$ cat src/rtl/mips_mc_controller.sv
// Multicycle MIPS control FSM: sequences fetch/decode/execute/writeback over one
// shared memory port, with a memready handshake, BNE/JAL, illegal-op detection and halt.
module mips_mc_controller #(
    parameter bit WAIT_EN      = 1'b1,
    parameter bit ILLEGAL_TRAP = 1'b1
) (
    input  logic       clk,
    input  logic       reset,
    input  logic [5:0] op,
    input  logic [5:0] funct,
    input  logic       zero,
    input  logic       memready,
    output logic       pcwrite,
    output logic       iord,
    output logic       memread,
    output logic       memwrite,
    output logic       irwrite,
    output logic       regwrite,
    output logic [1:0] regdst,
    output logic [1:0] memtoreg,
    output logic       alusrca,
    output logic [1:0] alusrcb,
    output logic [2:0] alucontrol,
    output logic [1:0] pcsrc,
    output logic       signext,
    output logic       shiftl16,
    output logic       illegal,
    output logic       halted,
    output logic [3:0] state
);

    typedef enum logic [3:0] {
        S_FETCH  = 4'd0,  S_DECODE = 4'd1,  S_MEMADR = 4'd2,  S_MEMRD = 4'd3,
        S_MEMWB  = 4'd4,  S_MEMWR  = 4'd5,  S_EXEC   = 4'd6,  S_ALUWB = 4'd7,
        S_BRANCH = 4'd8,  S_IEXEC  = 4'd9,  S_IWB    = 4'd10, S_JUMP  = 4'd11,
        S_JAL    = 4'd12, S_HALT   = 4'd13
    } state_t;

    localparam logic [5:0] OP_RTYPE = 6'b000000;
    localparam logic [5:0] OP_LW    = 6'b100011;
    localparam logic [5:0] OP_SW    = 6'b101011;
    localparam logic [5:0] OP_BEQ   = 6'b000100;
    localparam logic [5:0] OP_BNE   = 6'b000101;
    localparam logic [5:0] OP_ADDI  = 6'b001000;
    localparam logic [5:0] OP_ADDIU = 6'b001001;
    localparam logic [5:0] OP_ORI   = 6'b001101;
    localparam logic [5:0] OP_LUI   = 6'b001111;
    localparam logic [5:0] OP_J     = 6'b000010;
    localparam logic [5:0] OP_JAL   = 6'b000011;

    state_t state_reg, state_next;
    logic   rdy;
    logic   funct_legal;
    logic   pc_we, ir_we, reg_we, mem_rd, mem_wr;

    assign rdy   = WAIT_EN ? memready : 1'b1;
    assign state = state_reg;

    always_ff @(posedge clk or posedge reset) begin
        if (reset) state_reg <= S_FETCH;
        else       state_reg <= state_next;
    end

    always_comb begin
        case (funct)
            6'b100000, 6'b100001, 6'b100010, 6'b100011,
            6'b100100, 6'b100101, 6'b101010: funct_legal = 1'b1;
            default:                         funct_legal = 1'b0;
        endcase
    end

    always_comb begin
        state_next = state_reg;
        pc_we      = 1'b0;
        ir_we      = 1'b0;
        reg_we     = 1'b0;
        mem_rd     = 1'b0;
        mem_wr     = 1'b0;
        iord       = 1'b0;
        regdst     = 2'b00;
        memtoreg   = 2'b00;
        alusrca    = 1'b0;
        alusrcb    = 2'b00;
        alucontrol = 3'b010;
        pcsrc      = 2'b00;
        signext    = 1'b0;
        shiftl16   = 1'b0;
        illegal    = 1'b0;
        halted     = 1'b0;
        case (state_reg)
            S_FETCH: begin
                mem_rd  = 1'b1;
                alusrcb = 2'b01;
                ir_we   = rdy;
                pc_we   = rdy;
                if (rdy) state_next = S_DECODE;
            end
            S_DECODE: begin
                alusrcb = 2'b11;
                signext = 1'b1;
                case (op)
                    OP_LW, OP_SW:                      state_next = S_MEMADR;
                    OP_BEQ, OP_BNE:                    state_next = S_BRANCH;
                    OP_ADDI, OP_ADDIU, OP_ORI, OP_LUI: state_next = S_IEXEC;
                    OP_J:                              state_next = S_JUMP;
                    OP_JAL:                            state_next = S_JAL;
                    OP_RTYPE: begin
                        if (funct_legal) state_next = S_EXEC;
                        else             illegal    = 1'b1;
                    end
                    default:                           illegal    = 1'b1;
                endcase
                if (illegal) state_next = ILLEGAL_TRAP ? S_HALT : S_FETCH;
            end
            S_MEMADR: begin
                alusrca    = 1'b1;
                alusrcb    = 2'b10;
                signext    = 1'b1;
                state_next = (op == OP_LW) ? S_MEMRD : S_MEMWR;
            end
            S_MEMRD: begin
                mem_rd = 1'b1;
                iord   = 1'b1;
                if (rdy) state_next = S_MEMWB;
            end
            S_MEMWB: begin
                reg_we     = 1'b1;
                memtoreg   = 2'b01;
                state_next = S_FETCH;
            end
            S_MEMWR: begin
                mem_wr = 1'b1;
                iord   = 1'b1;
                if (rdy) state_next = S_FETCH;
            end
            S_EXEC: begin
                alusrca = 1'b1;
                case (funct)
                    6'b100010, 6'b100011: alucontrol = 3'b110;
                    6'b100100:            alucontrol = 3'b000;
                    6'b100101:            alucontrol = 3'b001;
                    6'b101010:            alucontrol = 3'b111;
                    default:              alucontrol = 3'b010;
                endcase
                state_next = S_ALUWB;
            end
            S_ALUWB: begin
                reg_we     = 1'b1;
                regdst     = 2'b01;
                state_next = S_FETCH;
            end
            S_BRANCH: begin
                alusrca    = 1'b1;
                alucontrol = 3'b110;
                pcsrc      = 2'b01;
                pc_we      = (op == OP_BNE) ? ~zero : zero;
                state_next = S_FETCH;
            end
            S_IEXEC: begin
                alusrca = 1'b1;
                alusrcb = 2'b10;
                case (op)
                    OP_ORI:  alucontrol = 3'b001;
                    OP_LUI:  shiftl16   = 1'b1;
                    default: signext    = 1'b1;
                endcase
                state_next = S_IWB;
            end
            S_IWB: begin
                reg_we     = 1'b1;
                state_next = S_FETCH;
            end
            S_JUMP: begin
                pcsrc      = 2'b10;
                pc_we      = 1'b1;
                state_next = S_FETCH;
            end
            S_JAL: begin
                // PC already holds PC+4 here, so the link value comes straight from PC
                pcsrc      = 2'b10;
                pc_we      = 1'b1;
                reg_we     = 1'b1;
                regdst     = 2'b10;
                memtoreg   = 2'b10;
                state_next = S_FETCH;
            end
            S_HALT: halted = 1'b1;
            default: state_next = S_FETCH;
        endcase
    end

    // Strobes are suppressed for the whole time reset is held, not just at the edge
    assign pcwrite  = pc_we  & ~reset;
    assign irwrite  = ir_we  & ~reset;
    assign regwrite = reg_we & ~reset;
    assign memread  = mem_rd & ~reset;
    assign memwrite = mem_wr & ~reset;

endmodule
$ cat config.mk
export PLATFORM = sky130hd
export DESIGN_NAME = mips_mc_controller
export DESIGN_NICKNAME = d
export VERILOG_FILES = /design/src/rtl/mips_mc_controller.sv
export SDC_FILE = /design/constraint.sdc
export NUM_CORES = 1
export LEC_CHECK = 0
export CORE_ASPECT_RATIO = 1.25
export CORE_MARGIN = 2
export CORE_UTILIZATION = 42
export CTS_BUF_LIST = sky130_fd_sc_hd__clkbuf_8
export CTS_CLUSTER_DIAMETER = 150
export DETAILED_ROUTE_END_ITERATION = 10
export GPL_TIMING_DRIVEN = 0
export PLACE_DENSITY = 0.92
export SLEW_MARGIN = 20
export SYNTH_ARGS = -nofsm -noshare
export SYNTH_HDL_FRONTEND = slang
export SYNTH_SLANG_ARGS = --single-unit
$ cat constraint.sdc
create_clock -name clk -period 2.45 [get_ports clk]
set_clock_uncertainty 0.05 [all_clocks]
set_input_delay 0.6125 -clock clk [delete_from_list [all_inputs] [get_ports clk]]
set_output_delay 0.6125 -clock clk [all_outputs]
set_load 0.005 [all_outputs]
# ---- Yosys cells after proc, flatten, opt, wreduce, memory -nomap -nowiden
# Index checks and enable logic that the tools add are counted.
dict set report totals {
  elab_cells 94
  latchBits 0
  mem_bits_rw 0
  rom_bits 0
  regBits 4
  output_inout_bits 26
  in_bits 16
  mem_count 0
}
dict set report op_classes {
  n_eq_ne 35
  div 0
  mul 0
  order_cmp 0
  n_mux 33
  reduce_logical 17
  shifts 0
  add_sub_neg 0
  bitwise 8
}
# op n
set op_table {}
lappend op_table {{== test 6 bit (second input constant)} 9}
lappend op_table {{case mux 4 bit (8 select lines)} 1}
lappend op_table {{== test 4 bit (second input constant)} 6}
lappend op_table {{== test 6 x 4 -> 1 bit (second input constant)} 4}
lappend op_table {{case mux 4 bit (6 select lines)} 1}
lappend op_table {{2-to-1 mux 4 bit} 5}
lappend op_table {{OR reduction 2 bit} 9}
lappend op_table {{== test 4 x 3 -> 1 bit (second input constant)} 4}
lappend op_table {{2-to-1 mux 1 bit} 15}
lappend op_table {{== test 6 x 2 -> 1 bit (second input constant)} 2}
lappend op_table {{== test 6 x 3 -> 1 bit (second input constant)} 2}
lappend op_table {{case mux 2 bit (2 select lines)} 3}
lappend op_table {{case mux 3 bit (4 select lines)} 1}
lappend op_table {{OR reduction 4 bit} 3}
lappend op_table {{OR reduction 10 bit} 1}
lappend op_table {{case mux 3 bit (3 select lines)} 1}
lappend op_table {{== test 4 x 2 -> 1 bit (second input constant)} 2}
lappend op_table {{inequality test 8 x 2 -> 1 bit (second input constant)} 1}
lappend op_table {{OR reduction 7 bit} 1}
lappend op_table {{zero test 6 bit} 1}
lappend op_table {{inequality test 2 bit (second input constant)} 3}
lappend op_table {{case mux 2 bit (3 select lines)} 1}
lappend op_table {{AND reduction 6 bit} 1}
lappend op_table {{bitwise AND 1 bit} 5}
lappend op_table {{8 further kinds} 11}

# ---- Logic depth before layout (Yosys ltp)
# Gate-level depths: netlist of run 1.
dict set report logic_depth {
  ltp_word 8
  ltp_mapped 6
  mapped_depth_nobuf 4
}

# ---- Least setup slack after synthesis of run 1
# OpenSTA, ideal clock, no wires.
dict set report synth_timing {
  path_type {in2out}
  from {in op[5]}
  to {out illegal}
  required_time_ns 1.788
  t_arrival_ns 1.568
  path_stages 5
  slack_ns 0.220
  n_path_buf 1
  path_cell_list {buf_6 > or3b_1 > a32oi_2 > a2111oi_4 > nor2_1}
}
dict set report synth_via {
  elab_chain_len 5
  elab_cells_between_ends 15
  cone_classes {10 x eq/ne; 3 x mux; 2 x reduce/logical}
}
# element line_no
set synth_lines {}
lappend synth_lines {{from (decl)} 9} ;# input logic [5:0] op,
lappend synth_lines {{== test 6 bit, or another cell as far along} 101} ;# case (op)
lappend synth_lines {{OR reduction 10 bit (no source line)} --}
lappend synth_lines {{case mux 1 bit (2 select lines) (*)} 101}
lappend synth_lines {{2-to-1 mux 1 bit (*) (2 in a row)} 90} ;# case (state_reg)
lappend synth_lines {{to (decl)} 27} ;# output logic illegal,
# Mark *: on every way between the ends. The rest lies on a longest branch, timed or not. The select of a mux whose other input is x is not followed.

# ---- Worst setup path in the final report of run 1
dict set report layout_timing {
  from {in op[0]}
  to {out alucontrol[0]}
}
dict set report layout_via {
  elab_chain_len 3
}
# element line_no
set layout_lines {}
lappend layout_lines {{== test 6 x 4 -> 1 bit} 162} ;# case (op)
lappend layout_lines {{2-to-1 mux 2 bit} 162}
lappend layout_lines {{case mux 3 bit (3 select lines)} 90}
lappend layout_lines {{to (decl)} 23} ;# output logic [2:0] alucontrol,
# No other way between the ends.

==> out/results.ini, run 1 <==
[route]
first_pass_iters=4
vias=1334
wl_per_cell_um=18.7
via_per_inst=6.35
postRouteAntennaNets=0
drt_iter0_markers=46
totalWireLength_mm=3.93
drc=0

[place]
portBuffers=40
dpl.hpwl_mm=2.18
gp_congestion=0.870

[global_routing]
grt_pass1_vias=1185
grt_use_total=0.293
overflow=0
grt_pass1_wl_mm=5.63
grt_max_degree=11
antenna_found_initial=0

[setup_path]
r2r_start=state[0]
worstPathArrival_ns=1.77
required_ns=1.79
reg2reg_setup_slack_ns=0.74
r2r_end=state[1]
rr_worst_depth=5
startpoint_type=primary input
worstSetupPathType=primary input to output port
crit_path_end_kind=output port
crit_fanout=4

[layout]
final_nets=208
area_growth_pct=83.8
final_core_util=0.820
drive_gt1_frac=0.421
antenna_cells=0
largest_register_ffs=4

[sta]
hold_viol_final=0
grt_setup_unrepaired=yes
worst_slew_pin_slew_ns=0.316
max_freq_mhz=411
setup_tns_ns=0
period_needed_ns=2.43
maxSlewViolCount=0
post-route-period-util=0.992
slew_headroom=0.786
holdWs_ns=0.441
setup_violations=0

[outcome]
status=complete, no violations

[clock_tree]
ctsRootBufferMaster=clkbuf_8
cts_buffers=3
tritoncts=done
clock_latency_ns=0.21
cts_max_level=1
clkSinkCount=4
cts_buffer_depth=2
clkTransAtPathRegs_ns=0.03

[flow_run]
drv_cap=0

[synth]
synth_nets=143
synth_top_cell_area_share=0.112
synth_area_leaders=dfrtp_1 11%, nor2_1 7.1%, a21oi_1 5.0%, buf_6 5.0%, nand2b_1 4.2%
yosysMostFrequentCell=nor2_1
synth_edf_count=0
synth_warnings=0
seq_area_frac_synth=0.112
synth_area_um2=895
synth_flop_cell=dfrtp_1
ys_ff_latch=4
syn_area_per_cell_um2=7.04
synth-async-reset-ratio=1.00
synth.largest_area_cell=dfrtp_1
syn_inst=127
yosys.cell_types.count=47
netlist_top_cells_count=17 x nor2_1, 9 x a21oi_1, 7 x nand2_1, 7 x nor3_1

[power_and_ir_drop]
total_leakage_power_uw=0.000753
ir_drop_mv=0.619
p_per_area_nw_per_um2=788

[floorplanning]
ioPinCount=42
fp.dieArea_um2=2520
die_h_um=55.6
start_util=0.446
row_count=18
core_area_um2=2000
die_w_um=45.3

[min_path]
hold_path.class=primary input to asynchronous set/reset pin

power by group:
part	total [µW]	internal (µW)	switching, µW
sequential	137	96.5	40.8
clock	136	105	31.6
combinational	1020	529	493
through the flow:
step | cells | cell area [µm²] | worst slack (ns) | total power [µW]
3_5_place_dp | 187 | 1320 | -0.779 | 962
6_report | 210 | 1640 | 0.0191 | 1300
4_1_cts | 205 | 1600 | -0.00380 | 1200
3_3_place_gp | 187 | 1320 | -0.770 | 937
2_1_floorplan | 127 | 895 | 0.220 | 575
5_1_grt | 210 | 1640 | -0.0394 | 1370
layout by cell type, fill, tap and decap left out, types with 2 or more instances in the layout:
| master | count |
|---|---|
| o22ai_1 | 2 |
| clkbuf_2 | 7 |
| buf_2 | 6 |
| or3b_1 | 3 |
| nand2_1 | 6 |
| clkbuf_4 | 2 |
| dlymetal6s2s_1 | 3 |
| nor4_1 | 2 |
| dfrtp_2 | 2 |
| and4_1 | 2 |
| nor2_4 | 3 |
| buf_6 | 12 |
| clkbuf_8 | 4 |
| a221o_1 | 2 |
| o221ai_1 | 2 |
| clkdlybuf4s15_1 | 2 |
| clkdlybuf4s50_1 | 15 |
| buf_4 | 19 |
| nor2b_1 | 4 |
| inv_1 | 5 |
| a31oi_1 | 3 |
| dlygate4sd2_1 | 6 |
| xnor2_1 | 2 |
| nor3_1 | 6 |
| nor2_1 | 13 |
| o21ai_0 | 3 |
| dfrtp_1 | 2 |
| nand2b_2 | 2 |
| a21oi_1 | 9 |
| nand2b_4 | 5 |
| nand3_1 | 2 |
logic make-up after synthesis:
| group | count (synthesis) | share of synthesized area |
|---|---|---|
| XOR/XNOR | 3 | 0.0294 |
| multiplexers | 1 | 0.0112 |
| flip-flops | 4 | 0.112 |
| AND/OR/NAND/NOR | 67 | 0.441 |
| buffers and inverters | 19 | 0.122 |
| AO/OA/AOI/OAI | 33 | 0.285 |
worst max-delay path by stage:
| stage | from | end | slack (ns) | cells after the start |
|---|---|---|---|---|
| after floorplan | op[5] | illegal | 0.22 | 5 |
| after global placement | op[4] | illegal | -0.77 | 6 |
| after detailed placement | op[3] | illegal | -0.78 | 7 |
| after CTS | op[3] | illegal | -0.004 | 7 |
| after global routing | op[2] | illegal | -0.04 | 8 |
| final | op[0] | alucontrol[0] | 0.02 | 7 |
cell type report:
type,count,area (µm²)
buffer,11,115
clock buffer,3,41.3
fill,125,360
inverter,6,22.5
multi-input combinational,104,821
sequential,4,103
tap,20,25.0
timing repair buffer,62,517
metal layers:
layer  vias to the layer above  track usage  wire length [µm]  share of wire
met3                        26       0.0390               216          0.055
met4                         0        0.113               189          0.048
li1                        596            -                 -              -
met1                       637        0.337              1380           0.35
met2                        75        0.520              2140           0.55
met5                         -            0                 0              0
critical path, cell delays in order:
cell and delay, ns:
dlygate4sd2_1 0.23, buf_6 0.13, and3_4 0.19, nand4_1 0.14, buf_4 0.18, o22ai_1 0.15, buf_2 0.13
repair_timing:
action | CTS | global route
endpoints found under the setup margin | 22 | 11
hold buffers | 0 | 0
pin swaps | 13 | 5
resized for setup | 81 | 33
buffers inserted | 17 | 5
No activity file was read; power rests on OpenSTA's default activity.
==> inputs of run 2 (changes only) <==
--- a/constraint.sdc
+++ b/constraint.sdc
@@ -3,3 +3,3 @@
 set_input_delay 0.6125 -clock clk [delete_from_list [all_inputs] [get_ports clk]]
 set_output_delay 0.6125 -clock clk [all_outputs]
-set_load 0.005 [all_outputs]
+set_load 0.05 [all_outputs]
==> run 2 against run 1 <==
  * The flow now finishes with violations (negative setup slack)
  * Setup slack got worse by 0.036 ns
  * Wire length decreased by 15%
  * Sequential power about the same
  * Register-to-register slack improved by 0.08 ns
  * Largest cell class unchanged
==> out/results.ini, run 2 (synthesized netlist as in run 1, its figures left out) <==
[layout]
drive_gt1_frac=0.546  ; +0.125
largest_register_ffs=4  ; unchanged
area_growth_pct=80.0
mostFrequentLayoutCells=16 x buf_4, 14 x clkbuf_2, 12 x buf_6
layout_commonest_cell=buf_4
final_nets=200  ; -3.8%
antenna_cells=0  ; unchanged

[sta]
maxSlewViolCount=0  ; unchanged
setup_violations=1  ; +1
grt_setup_unrepaired=yes
setup_ws_ns=-0.0166  ; -0.0357 ns
hold_viol_final=0  ; unchanged
worst_slew_pin_slew_ns=0.504  ; +0.188 ns
post-route-period-util=1.01  ; +0.0146
slew_headroom=0.663  ; -0.123
period_needed_ns=2.47  ; +0.0357 ns
max_freq_mhz=405  ; -1.4%

[clock_tree]
tritoncts=done
clkSinkCount=4  ; unchanged
cts_max_level=1  ; unchanged
clkTransAtPathRegs_ns=0.03  ; about the same
clock_latency_ns=0.22  ; about the same
ctsRootBufferMaster=clkbuf_8
cts_buffers=3  ; unchanged
cts_buffer_depth=2  ; unchanged

[setup_path]
worstSetupPathType=primary input to output port
worstPathArrival_ns=1.80  ; +0.03 ns
reg2reg_setup_slack_ns=0.82  ; +0.08 ns
crit_path_end_kind=output port
crit_fanout=4  ; unchanged
required_ns=1.79  ; about the same
startpoint_type=primary input
rr_worst_depth=4  ; -1
r2r_start=state[2]
r2r_end=state[1]

[outcome]
violations=negative setup slack
status=complete, but fails checks

[floorplanning]
die_w_um=45.3  ; unchanged
die_h_um=55.6  ; unchanged
ioPinCount=42  ; unchanged
core_area_um2=2000  ; unchanged
fp.dieArea_um2=2520  ; unchanged
row_count=18  ; unchanged
start_util=0.446  ; unchanged

[route]
first_pass_iters=4  ; unchanged
totalWireLength_mm=3.33  ; -15%
postRouteAntennaNets=0  ; unchanged
vias=1221  ; -8.5%
via_per_inst=6.01  ; -5.3%
dr_wl_met2_mm=1.78  ; -17%
wl_met3_um=156  ; -28%
highest_layer=met4
drt_iter0_markers=32  ; -30%
wl_per_cell_um=16.4  ; -12%
wl_met1_mm=1.33  ; -3.9%
drc=0  ; unchanged

[place]
gp_congestion=0.883  ; +1.6%
dpl.hpwl_mm=2.29  ; +4.9%
pre_cts_slack_ns=-1.13  ; -0.348 ns
portBuffers=40  ; unchanged

[power_and_ir_drop]
report.power.total_uw=1700  ; +31%
total_leakage_power_uw=0.000668  ; -11%
p_per_area_nw_per_um2=1050  ; +34%
ir_drop_mv=0.810  ; +31%

[min_path]
hold_path.class=primary input to asynchronous set/reset pin

[global_routing]
grt_use_total=0.276  ; -0.0172
antenna_found_initial=0  ; unchanged
grt_pass1_vias=1225  ; +3.4%
overflow=0  ; unchanged
grt_pass1_wl_mm=5.44  ; -3.3%
grt_max_degree=11  ; unchanged

[flow_run]
drv_cap=0  ; unchanged

-- run 2: timing repair --
action | 4_1_cts | 5_1_grt
resized for setup | 134 | 51
endpoints found under the setup margin | 22 | 18
hold buffers | 0 | 0
hold endpoints to repair | 0 | 0
setup buffers | 8 | 6
pin swaps | 13 | 12
-- run 2: worst max-delay path by stage --
stage	slack, ns	end	cells past startpoint	start
floorplan	-0.32	memread	4	state[0]
global route	-0.07	illegal	6	funct[0]
finish	-0.02	illegal	6	funct[0]
CTS	-0.20	illegal	6	funct[0]
global placement	-1.13	illegal	6	op[4]
detailed placement	-1.13	illegal	6	op[4]
-- run 2: final cells by class --
| cell class | instances | area, µm² |
|---|---|---|
| Clock inverter | 1 | 3.75 |
| Tap cell | 20 | 25.0 |
| Clock buffer | 3 | 41.3 |
| Buffer | 11 | 100 |
| Inverter | 6 | 22.5 |
| Sequential cell | 4 | 104 |
| Timing Repair Buffer | 54 | 435 |
| Multi-Input combinational cell | 104 | 878 |
| Fill cell | 135 | 394 |
-- run 2: power by group --
group / internal, µW / switching (µW) / leakage [µW]
Clock: 107 / 33.7 / 0.0000269
Sequential: 97.5 / 42.6 / 0.0000478
Combinational: 476 / 938 / 0.000593
-- run 2: critical path, stage by stage --
cell,delay [ns]
buf_8,0.10
nand2b_4,0.12
a221o_1,0.35
a2111oi_4,0.39
nor2_4,0.07
buf_6,0.16
-- run 2: metrics by stage --
step	instances	cell area, µm²	TNS [ns]	hold slack, ns	utilization
detailed placement	187	1420	-11.15	0.763	0.710
floorplan	127	998	-0.758	0.334	-
global placement	187	1420	-10.67	0.751	0.710
global route	203	1610	-0.0987	0.559	0.803
finish	203	1610	-0.0166	0.532	0.803
CTS	198	1570	-0.213	0.528	0.784
-- run 2: per-layer routing --
metal | global-route usage | vias up
met4 | 0.151 | 0
met3 | 0.0325 | 6
li1 | - | 583
met1 | 0.347 | 578
met2 | 0.441 | 54
met5 | 0 | -
==> inputs of run 3 (changes only) <==
CORE_MARGIN = unset   (was 2)
==> run 3 against run 2 <==
  * The flow still finishes with violations (negative setup slack)
  * Combinational power decreased by 4%
  * Clock power about the same
  * Sequential power increased by 4%
  * Maximum frequency decreased by 1.7%
  * Register-to-register slack about the same
  * Count of clock-buffer cells in the layout unchanged
  * Non-clock buffer count increased by 6
  * Critical path type unchanged
==> out/results.ini, run 3 (synthesized netlist as in run 1, its figures left out) <==
[outcome]
status=complete, but fails checks
violations=negative setup slack

[setup_path]
path_cells=buf_2 > nand2b_1 > a221o_1 > a2111oi_4 > nor2_4 > buf_6
crit_buf_inv=2  ; unchanged
crit_path_end_kind=output port
r2r_end=state[2]
max_stage_delay_ns=0.39  ; about the same
rr_worst_depth=5  ; +1
critPathTopFamily=compound AO/OA/AOI/OAI gates
required_ns=1.79  ; about the same
reg2reg_setup_slack_ns=0.83  ; about the same
crit_fanout=4  ; unchanged
r2r_start=state[1]
worstSetupPathType=primary input to output port
startpoint_type=primary input
worstPathArrival_ns=1.85  ; +0.05 ns
cpMaxStageDelayCell=a2111oi_4

[layout]
layout_commonest_cell=buf_4
final_nets=206  ; +3.0%
largest_register_ffs=4  ; unchanged
finalNonFillerCells=209  ; +3.0%
area_growth_pct=83.4
drive_gt1_frac=0.545  ; -0.00147
fillers=120  ; -11%
antenna_cells=0  ; unchanged
mostFrequentLayoutCells=22 x buf_4, 12 x buf_2, 11 x buf_6

[place]
dpl.hpwl_mm=2.25  ; -1.6%
dp_cells=187  ; unchanged
pre_cts_slack_ns=-1.19  ; -0.0680 ns
gp_congestion=0.831  ; -5.9%
portBuffers=40  ; unchanged

[floorplanning]
die_w_um=43.3  ; -4.4%
start_util=0.451  ; +0.00507
ioPinCount=42  ; unchanged
row_count=18  ; unchanged
die_h_um=53.6  ; -3.6%
core_area_um2=1980  ; -1.1%
fp.dieArea_um2=2320  ; -7.9%

[clock_tree]
clock_latency_ns=0.22  ; about the same
ctsRootBufferMaster=clkbuf_8
cts_max_level=1  ; unchanged
clkSinkCount=4  ; unchanged
holdBufCountCts=0  ; unchanged
cts_buffers=3  ; unchanged
cts_buffer_depth=2  ; unchanged
clkTransAtPathRegs_ns=0.04  ; about the same
tritoncts=done

[power_and_ir_drop]
report.power.total_uw=1640  ; -3.0%
p_per_area_nw_per_um2=1000  ; -4.8%
ir_drop_mv=1.01  ; +25%
total_leakage_power_uw=0.000697  ; +4.4%

[route]
first_pass_iters=4  ; unchanged
vias=1303  ; +6.7%
drc=0  ; unchanged
drt_iter0_markers=39  ; +22%
via_per_inst=6.23  ; +3.7%
postRouteAntennaNets=0  ; unchanged
totalWireLength_mm=3.70  ; +11%
wl_per_cell_um=17.7  ; +7.9%

[min_path]
hold_path.class=primary input to asynchronous set/reset pin

[global_routing]
grt_max_degree=11  ; unchanged
grt_use_total=0.324  ; +0.0476
overflow=0  ; unchanged
antenna_found_initial=0  ; unchanged
grt_pass1_vias=1224  ; -0.082%
grt_pass1_wl_mm=5.71  ; +4.8%

[sta]
setup_tns_ns=-0.0587  ; -0.0421 ns
maxSlewViolCount=0  ; unchanged
hold_viol_final=0  ; unchanged
period_needed_ns=2.51  ; +0.0421 ns
grt_setup_unrepaired=yes
slew_headroom=0.661  ; -0.00166
post-route-period-util=1.02  ; +0.0172
setup_violations=1  ; unchanged
max_freq_mhz=399  ; -1.7%
worst_slew_pin_slew_ns=0.506  ; +0.00248 ns
holdWs_ns=0.522  ; -0.0108 ns
setup_ws_ns=-0.0587  ; -0.0421 ns

[flow_run]
drv_cap=0  ; unchanged

## run 3: final cells by class
class / count / area (µm²) / share of cell area
timing repair buffer: 61 / 469 / 0.286
tap: 20 / 25.0 / 0.0153
inverter: 6 / 22.5 / 0.0137
clock inverter: 1 / 3.75 / 0.00229
clock buffer: 3 / 41.3 / 0.0252
buffer: 10 / 83.8 / 0.0511
sequential: 4 / 104 / 0.0633
multi-input combinational: 104 / 891 / 0.543
## run 3: through the flow
step | utilization | area, µm²
global route | 0.828 | 1640
finish | 0.828 | 1640
floorplan | - | 998
global placement | 0.718 | 1420
detailed placement | 0.718 | 1420
CTS | 0.824 | 1630
## run 3: power by group
part	total [µW]	internal [µW]	switching [µW]	leakage (µW)
Sequential	145	97.5	47.8	0.0000478
Clock	143	107	35.7	0.0000269
Combinational	1360	423	933	0.000623
Total	1640	628	1020	0.000697
## run 3: routing by layer
layer,share of wire,global-route usage,vias to the layer above
li1,-,-,598
met1,0.39,0.372,621
met2,0.54,0.587,74
met3,0.052,0.0436,10
met4,0.021,0.157,0
met5,0,0,-
## run 3: worst reg2reg max path, delay by kind of cell, from the launching register on
kind,cells,cell delay [ns]
AOI/OAI and AO/OA,2,0.26
buffers and inverters,1,0.20
DFF,1,0.39
and+or+nand+nor,2,0.64
## run 3: how the worst max path moves through the flow
stage	cells after the start	endpoint	from
after floorplan	4	memread	state[0]
after global placement	6	illegal	op[4]
after detailed placement	6	illegal	op[4]
after CTS	6	illegal	op[4]
after global routing	6	illegal	funct[5]
final	6	illegal	funct[0]
## run 3: repair_timing
action	in CTS	in global routing
setup endpoints to repair	22	22
gates resized for setup	136	44
setup buffers	17	4
pin swaps	13	7
